==> src/rtl/pet_core.sv <==
// rtl/pet_core.sv - virtual pet: debounced buttons, pet state machine, attribute engine
// Attributes decay on game ticks and recover through actions; death holds until rst.
module pet_core #(
  parameter int ATTR_W       = 8,
  parameter int TICK_DIV     = 50000000,
  parameter int DECAY_TICKS  = 4,
  parameter int ACTION_STEP  = 32,
  parameter int ACTION_TICKS = 4,
  parameter int SLEEP_TICKS  = 8,
  parameter int DEBOUNCE_CYC = 16
) (
  input  logic              clk,
  input  logic              rst,
  input  logic              b1,
  input  logic              b2,
  output logic [2:0]        estado,
  output logic [ATTR_W-1:0] fome,
  output logic [ATTR_W-1:0] felicidade,
  output logic [ATTR_W-1:0] sono,
  output logic              morreu,
  output logic              tick
);

  localparam logic [ATTR_W-1:0] MAX = '1;
  localparam int TW      = $clog2(TICK_DIV);
  localparam int DW      = $clog2(DECAY_TICKS + 1);
  localparam int BW      = $clog2(DEBOUNCE_CYC + 1);
  localparam int DUR_MAX = (ACTION_TICKS > SLEEP_TICKS) ? ACTION_TICKS : SLEEP_TICKS;
  localparam int RW      = $clog2(DUR_MAX + 1);

  typedef enum logic [2:0] {
    OCIOSO    = 3'd0,
    COMENDO   = 3'd1,
    BRINCANDO = 3'd2,
    DORMINDO  = 3'd3,
    MORTO     = 3'd4
  } state_t;

  typedef logic signed [ATTR_W+1:0] sw_t;
  localparam sw_t STEP = sw_t'(ACTION_STEP);

  state_t          st;
  logic [TW-1:0]   tcnt;
  logic [DW-1:0]   dcnt;
  logic [RW-1:0]   dur;
  logic [1:0]      raw, sy0, sy1, lvl, ev;
  logic [BW-1:0]   dbc [2];
  logic            decay, dead;
  sw_t             f_sum, h_sum, s_sum;

  assign raw    = {b2, b1};
  assign tick   = (tcnt == TW'(TICK_DIV - 1));
  assign estado = st;
  assign decay  = tick && (dcnt == DW'(DECAY_TICKS - 1));
  assign dead   = (fome == MAX) || (sono == MAX) || (felicidade == '0);

  always_ff @(posedge clk or posedge rst) begin
    if (rst) tcnt <= '0;
    else if (tick) tcnt <= '0;
    else tcnt <= tcnt + 1'b1;
  end

  // Level changes only after DEBOUNCE_CYC consecutive samples disagree with it;
  // the press event fires together with the 0->1 level change.
  always_ff @(posedge clk or posedge rst) begin
    if (rst) begin
      sy0 <= '0;
      sy1 <= '0;
      lvl <= '0;
      ev  <= '0;
      for (int i = 0; i < 2; i++) dbc[i] <= '0;
    end else begin
      sy0 <= raw;
      sy1 <= sy0;
      for (int i = 0; i < 2; i++) begin
        ev[i] <= 1'b0;
        if (sy1[i] == lvl[i]) begin
          dbc[i] <= '0;
        end else if (dbc[i] == BW'(DEBOUNCE_CYC - 1)) begin
          lvl[i] <= sy1[i];
          ev[i]  <= sy1[i];
          dbc[i] <= '0;
        end else begin
          dbc[i] <= dbc[i] + 1'b1;
        end
      end
    end
  end

  always_comb begin
    f_sum = sw_t'(fome) + sw_t'(decay) - ((st == COMENDO) ? STEP : sw_t'(0));
    h_sum = sw_t'(felicidade) - sw_t'(decay) + ((st == BRINCANDO) ? STEP : sw_t'(0));
    s_sum = sw_t'(sono) + sw_t'(decay) + sw_t'(st == BRINCANDO)
            - ((st == DORMINDO) ? STEP : sw_t'(0));
  end

  function automatic logic [ATTR_W-1:0] sat(input sw_t v);
    if (v < 0) return '0;
    else if (v > sw_t'(MAX)) return MAX;
    else return v[ATTR_W-1:0];
  endfunction

  always_ff @(posedge clk or posedge rst) begin
    if (rst) begin
      st         <= OCIOSO;
      fome       <= '0;
      felicidade <= MAX;
      sono       <= '0;
      morreu     <= 1'b0;
      dcnt       <= '0;
      dur        <= '0;
    end else begin
      if (tick) begin
        dcnt <= (dcnt == DW'(DECAY_TICKS - 1)) ? '0 : dcnt + 1'b1;
        if (st != MORTO) begin
          fome       <= sat(f_sum);
          felicidade <= sat(h_sum);
          sono       <= sat(s_sum);
        end
      end
      morreu <= 1'b0;
      if (st == MORTO || dead) begin
        st     <= MORTO;
        morreu <= 1'b1;
      end else begin
        case (st)
          OCIOSO: begin
            if (ev[0] && ev[1]) begin
              st  <= DORMINDO;
              dur <= RW'(SLEEP_TICKS);
            end else if (ev[0]) begin
              st  <= COMENDO;
              dur <= RW'(ACTION_TICKS);
            end else if (ev[1]) begin
              st  <= BRINCANDO;
              dur <= RW'(ACTION_TICKS);
            end
          end
          default: begin
            if (tick) begin
              if (dur == RW'(1)) st <= OCIOSO;
              dur <= dur - 1'b1;
            end
          end
        endcase
      end
    end
  end

endmodule
==> config.mk <==
export PLATFORM = sky130hd
export DESIGN_NAME = pet_core
export DESIGN_NICKNAME = d
export VERILOG_FILES = /design/src/rtl/pet_core.sv
export SDC_FILE = /design/constraint.sdc
export NUM_CORES = 1
export LEC_CHECK = 0
export ABC_CLOCK_PERIOD_IN_PS = 5200
export BUFFER_PORTS_ARGS = -buffer_cell sky130_fd_sc_hd__buf_2
export CORE_UTILIZATION = 40
export CTS_CLUSTER_DIAMETER = 80
export DETAILED_ROUTE_END_ITERATION = 7
export GPL_TIMING_DRIVEN = 0
export PLACE_DENSITY_LB_ADDON = 0.08
export SLEW_MARGIN = 25
export SYNTH_ARGS = -nofsm -noshare
export SYNTH_HDL_FRONTEND = slang
export SYNTH_SLANG_ARGS = --single-unit
==> constraint.sdc <==
create_clock -name clk -period 5.2 [get_ports clk]
set_input_delay 1.04 -clock clk [delete_from_list [all_inputs] [get_ports clk]]
set_output_delay 1.04 -clock clk [all_outputs]
set_load 0.005 [all_outputs]
# Yosys cells after proc, flatten, opt, wreduce, memory -nomap -nowiden
# Cells that the tools add are included.
dict set report word_totals {
  ff_bits 79
  input_bits 4
  wordCells 99
}
dict set report op_classes {
  addsub 12
  n_lt_le_gt_ge 6
  n_eq_ne 16
  muxes 32
  n_bitwise 3
  reduce_logical 15
}
# cell n
set op_table {}
lappend op_table {{$mux W8} 6}
lappend op_table {{$gt A10 B9 Y1 const B} 3}
lappend op_table {{$lt A10 B1 Y1 const B} 3}
lappend op_table {{$add A26 B1 Y26 const B} 1}
lappend op_table {{$eq A26 B26 Y1 const B} 1}
lappend op_table {{$mux W26} 1}
lappend op_table {{$mux W3} 8}
lappend op_table {{$mux W4} 5}
lappend op_table {{$mux W5} 4}
lappend op_table {{$add A8 B1 Y9} 2}
lappend op_table {{$mux W6} 3}
lappend op_table {{$eq A8 B8 Y1 const B} 2}
lappend op_table {{$add A5 B1 Y5 const B} 2}
lappend op_table {{$add A9 B1 Y10} 1}
lappend op_table {{$add A9 B7 Y10} 1}
lappend op_table {{$eq A5 B4 Y1 const B} 2}
lappend op_table {{$sub A10 B7 Y10} 1}
lappend op_table {{$sub A9 B6 Y10} 1}
lappend op_table {{$eq A3 B2 Y1 const B} 3}
lappend op_table {{$sub A8 B1 Y9} 1}
lappend op_table {{$logic_not A8 Y1} 1}
lappend op_table {{$reduce_and A2 Y1} 3}
lappend op_table {{$reduce_and A3 Y1} 2}
lappend op_table {{$reduce_bool A3 Y1} 2}
lappend op_table {{15 further kinds} 25}

# Logic depth before layout (Yosys ltp)
dict set report depth {
  ltp_word 8
  ltp_mapped 18
  mapped_depth_nobuf 17
}

# Least setup slack after synthesis
# Ideal clock, no wire load.
dict set report synth_path {
  path_kind {reg-to-reg}
  from {reg tcnt[7]}
  to {reg felicidade[1]}
  setup_time_ps 81
  arrival_time_ps 3637
  setup_slack_ps 1482
  stages_incl_launch_ff 18
  n_path_buf 0
  path_cell_list {dfrtp_1 nor4_4 nand3_1 or3_1 inv_1 and3_1 ha_1 nor4b_1 nand2b_1 xnor2_1 ha_1 ha_1 nor3b_1 a21oi_1 o31a_1 inv_1 nand3_1 o211ai_1}
}
dict set report synth_between {
  elab_chain_len 7
  elab_cells_between_ends 9
}
# element line
set synth_rtl {}
lappend synth_rtl {{start, declared} 43} ;# logic [TW-1:0] tcnt;
lappend synth_rtl {{start signal, assigned} 60} ;# else tcnt <= tcnt + 1'b1;
lappend synth_rtl {{$eq A26 B26 Y1 (*)} 52} ;# assign tick = (tcnt == TW'(TICK_DIV - 1));
lappend synth_rtl {{via tick} 21} ;# output logic tick
lappend synth_rtl {{$logic_and A1 B1 Y1} 54} ;# assign decay = tick && (dcnt == DW'(DECAY_TICKS - 1));
lappend synth_rtl {{$sub A8 B1 Y9} 92} ;# h_sum = sw_t'(felicidade) - sw_t'(decay) + ((st == BRINCANDO) ? STEP : sw_t'(0));
lappend synth_rtl {{$add A9 B7 Y10} 92}
lappend synth_rtl {{$gt A10 B9 Y1} 99} ;# else if (v > sw_t'(MAX)) return MAX;
lappend synth_rtl {{$mux W8} 99}
lappend synth_rtl {{$mux W8} 98} ;# if (v < 0) return '0;
lappend synth_rtl {{end signal, assigned} 117} ;# felicidade <= sat(h_sum);
lappend synth_rtl {{end, declared} 18} ;# output logic [ATTR_W-1:0] felicidade,
# The timed path passes the listed nets; every way through them passes the cells marked *.
# A chain may end at the register's enable or synchronous reset.

# Worst setup path in the final report
dict set report layout_path {
  from {reg tcnt[8]}
  to {reg felicidade[1]}
}
dict set report layout_between {
  elab_chain_len 7
  elab_cells_between_ends 9
}
# element line
set layout_rtl {}
lappend layout_rtl {{$eq A26 B26 Y1 (*)} 52}
lappend layout_rtl {{$logic_and A1 B1 Y1} 54}
lappend layout_rtl {{$sub A8 B1 Y9} 92}
lappend layout_rtl {{$add A9 B7 Y10} 92}
lappend layout_rtl {{$gt A10 B9 Y1} 99}
lappend layout_rtl {{$mux W8} 99}
lappend layout_rtl {{$mux W8} 98}
# Mark *: on every way between the ends. The rest lies on a longest branch, timed or not.

==> run metrics <==
IO buf count 32; vias 3495; Reg2Reg Depth 17; io pins 33; WP buf/inv 2; setup violators final 0; DP HPWL 7080 um; Worst Max-Slew Pin Slew 825 ps; Diodes inserted 0; pre-CTS setup slack 705 ps; Worst Setup End Kind flop; RSZ-0062 raised after global routing no; top_reg_cell synth dfrtp_1; vias in the first global route 3386; asr flop ratio synth 1.00; Post-Synthesis Cells 472; # hold bufs at CTS 0; Sw Pwr 0.273 mW; RePlAce Congestion 0.808; Clock Tree Root clkbuf_16; final-report hold violation count 0; Comb power frac 0.021; Die Width 110 um; area leader, netlist dfrtp_1; fill count 1044; CP startpoint kind flop; fin crit period 4540 ps; DR pass1 iterations 4; CP Data Required Time 5460 ps; Die ar. 12000 um^2; VDD IR max 0.143 mV; run status completed; drt wl/cell 14.8 um; Synth Register Bits 79; Worst path most repeated cell ha_1; GRT Util Overall 0.183; worst hold path depth 0; # H-tree levels 3; max-slew violations 0; # clock sinks 79; Worst R2R Start tcnt[8]$_DFF_PP0_; worst skew pair latency 350 ps; Setup CP Type flop to flop; Area growth syn-to-layout 14.6%; top cells by area, synth dfrtp_1, ha_1, xnor2_1, dfstp_2, xor2_1; area of the multi-input gates 2480 um^2; Final Cycle Share 0.872; Hold Path Sink sy1[1]$_DFF_PP0_; setup TNS 0 ps; DRT Wirelength 9800 um; r2r endpoint felicidade[1]$_DFFE_PP1P_; Mapped Nets 516; Power Density 242 nW/um^2; Setup Skew 10.2 ps; Final #Nets 561; Routed Antenna Nets 0; number of synthesized flops with an enable pin 0; pin count of the biggest net entering global routing 29; first-pass GRT wire length 16700 um; Worst-path clk slew 60 ps; Residual DRC 0; drt initial violations 234; initial antenna violation count 0; Hold Path Class flop to flop; Worst path slowest cell nor4b_1; reg2reg setup slack 660 ps; switching fraction of total power 0.212; crit-path max cell delay 630 ps; top-area cell type share of the netlist area 0.384; CTS resizes 0; most frequent cell after synthesis dfrtp_1; Longest Clk Path Bufs 2; CTS buffer count 9; height of the die 110 um; sequential fraction of the synthesis area 0.429; hold_sp sy0[1]$_DFF_PP0_; Fmax 220 MHz; Starting Density 0.418; Clk pwr share 0.493; total grt overflow 0; Final WS setup 664 ps; Setup Buffers After CTS 0; mean area per synthesized cell 9.81 um^2; mapped cell area 4630 um^2; family with the most delay on the worst path simple AND/OR/NAND/NOR gates; detailed-route vias per instance 5.28; post-synth cell types 61; Int Power 1.01 mW; Ys Warns 0; maxcap violations 0; CTS tree done; headroom to the max-slew limit 0.449; commonest cells in the netlist dfrtp_1, ha_1, nor2_1; sequential share of power 0.486; Register Area 1990 um^2; critical path fanouts, max 6; std cell rows 38; leakage power 2.41 nW; Core ar. 11100 um^2; arrival time at the worst endpoint 4800 ps; share of post-route cells with drive strength above 1 0.146; critical path, cell by cell nor4b_4, nand3_1, or3_1, inv_1, and3_1, ha_1, nor4b_1, nand2b_1, xnor2_1, ha_1, ha_1, nor3b_1, a21oi_1, o31a_1, inv_1, nand3_1, o211ai_1; Hold WS 355 ps
placed cells by master (no fill, tap or decap), types with 19 or more instances in the layout:
master	synthesis	layout
dfrtp_1	71	71
o21ai_0	19	19
ha_1	39	39
buf_2	3	35
inv_1	32	31
xnor2_1	25	25
a21oi_1	30	30
nand3_1	25	25
nand2_1	28	28
nor2_1	37	37
registers in the layout, indices dropped and copies added, names as in the netlist, 2 cells and up:
name	cells
tcnt	26
estado	3
fome	8
sono	8
dbc	10
ev	2
sy1	2
sy0	2
felicidade	8
dcnt	3
dur	4
lvl	2
through the flow:
step / utilization / cell area (um^2) / std cells / total power [mW]
after floorplan: - / 4630 / 472 / 0.653
after global placement: 0.448 / 4970 / 644 / 0.660
after detailed placement: 0.452 / 5010 / 646 / 0.665
after CTS: 0.479 / 5310 / 662 / 1.31
after global routing: 0.479 / 5310 / 662 / 1.34
final: 0.479 / 5310 / 662 / 1.29
area by class of cell:
cell class / instances / share of cell area
buffer: 10 / 0.00919
clock buffer: 11 / 0.0457
clock inverter: 5 / 0.0108
inverter: 32 / 0.0231
multi-input combinational: 351 / 0.466
sequential: 79 / 0.374
tap: 140 / 0.0330
timing repair buffer: 34 / 0.0377
worst reg2reg max path, stage by stage (launching register included):
cell and delay, ps:
dfrtp_1 450, nor4b_4 330, nand3_1 110, or3_1 440
inv_1 130, and3_1 340, ha_1 260, nor4b_1 630
nand2b_1 150, xnor2_1 170, ha_1 230, ha_1 230
nor3b_1 190, a21oi_1 60, o31a_1 260, inv_1 80
nand3_1 220, o211ai_1 190
worst max-delay path by stage:
stage                       from                         to  slack, ps  cells after the start
3_5_place_dp   tcnt[8]$_DFF_PP0_  felicidade[1]$_DFFE_PP1P_        710                     17
6_report       tcnt[8]$_DFF_PP0_  felicidade[1]$_DFFE_PP1P_        660                     17
5_1_grt        tcnt[7]$_DFF_PP0_  felicidade[0]$_DFFE_PP1P_        240                     17
3_3_place_gp   tcnt[7]$_DFF_PP0_  felicidade[1]$_DFFE_PP1P_        700                     17
2_1_floorplan  tcnt[7]$_DFF_PP0_  felicidade[1]$_DFFE_PP1P_       1480                     17
4_1_cts        tcnt[8]$_DFF_PP0_  felicidade[1]$_DFFE_PP1P_        660                     17
kinds of logic after synthesis:
group,count (synthesis),synth area share
buffers and inverters,42,0.0365
DFF,79,0.429
and+or+nand+nor,175,0.210
muxes,3,0.00729
adders and majority gates,40,0.110
AOI/OAI and AO/OA,90,0.126
xor gates and xnor gates,43,0.0813
layer usage:
| metal | vias to the layer above | GRT usage | routed length (um) |
|---|---|---|---|
| met4 | 0 | 0.0571 | 66 |
| li1 | 1764 | - | - |
| met5 | - | 0 | 0 |
| met3 | 5 | 0.0486 | 300 |
| met2 | 33 | 0.286 | 4490 |
| met1 | 1693 | 0.248 | 4940 |
power groups by stage:
stage	logic, mW	clock network, mW	registers, mW
finish	0.0269	0.634	0.626
global route	0.0327	0.676	0.626
CTS	0.0283	0.655	0.626
detailed placement	0.0281	0	0.637
global placement	0.0240	0	0.636
floorplan	0.0176	0	0.635
Power figures use the tool's default switching activity.
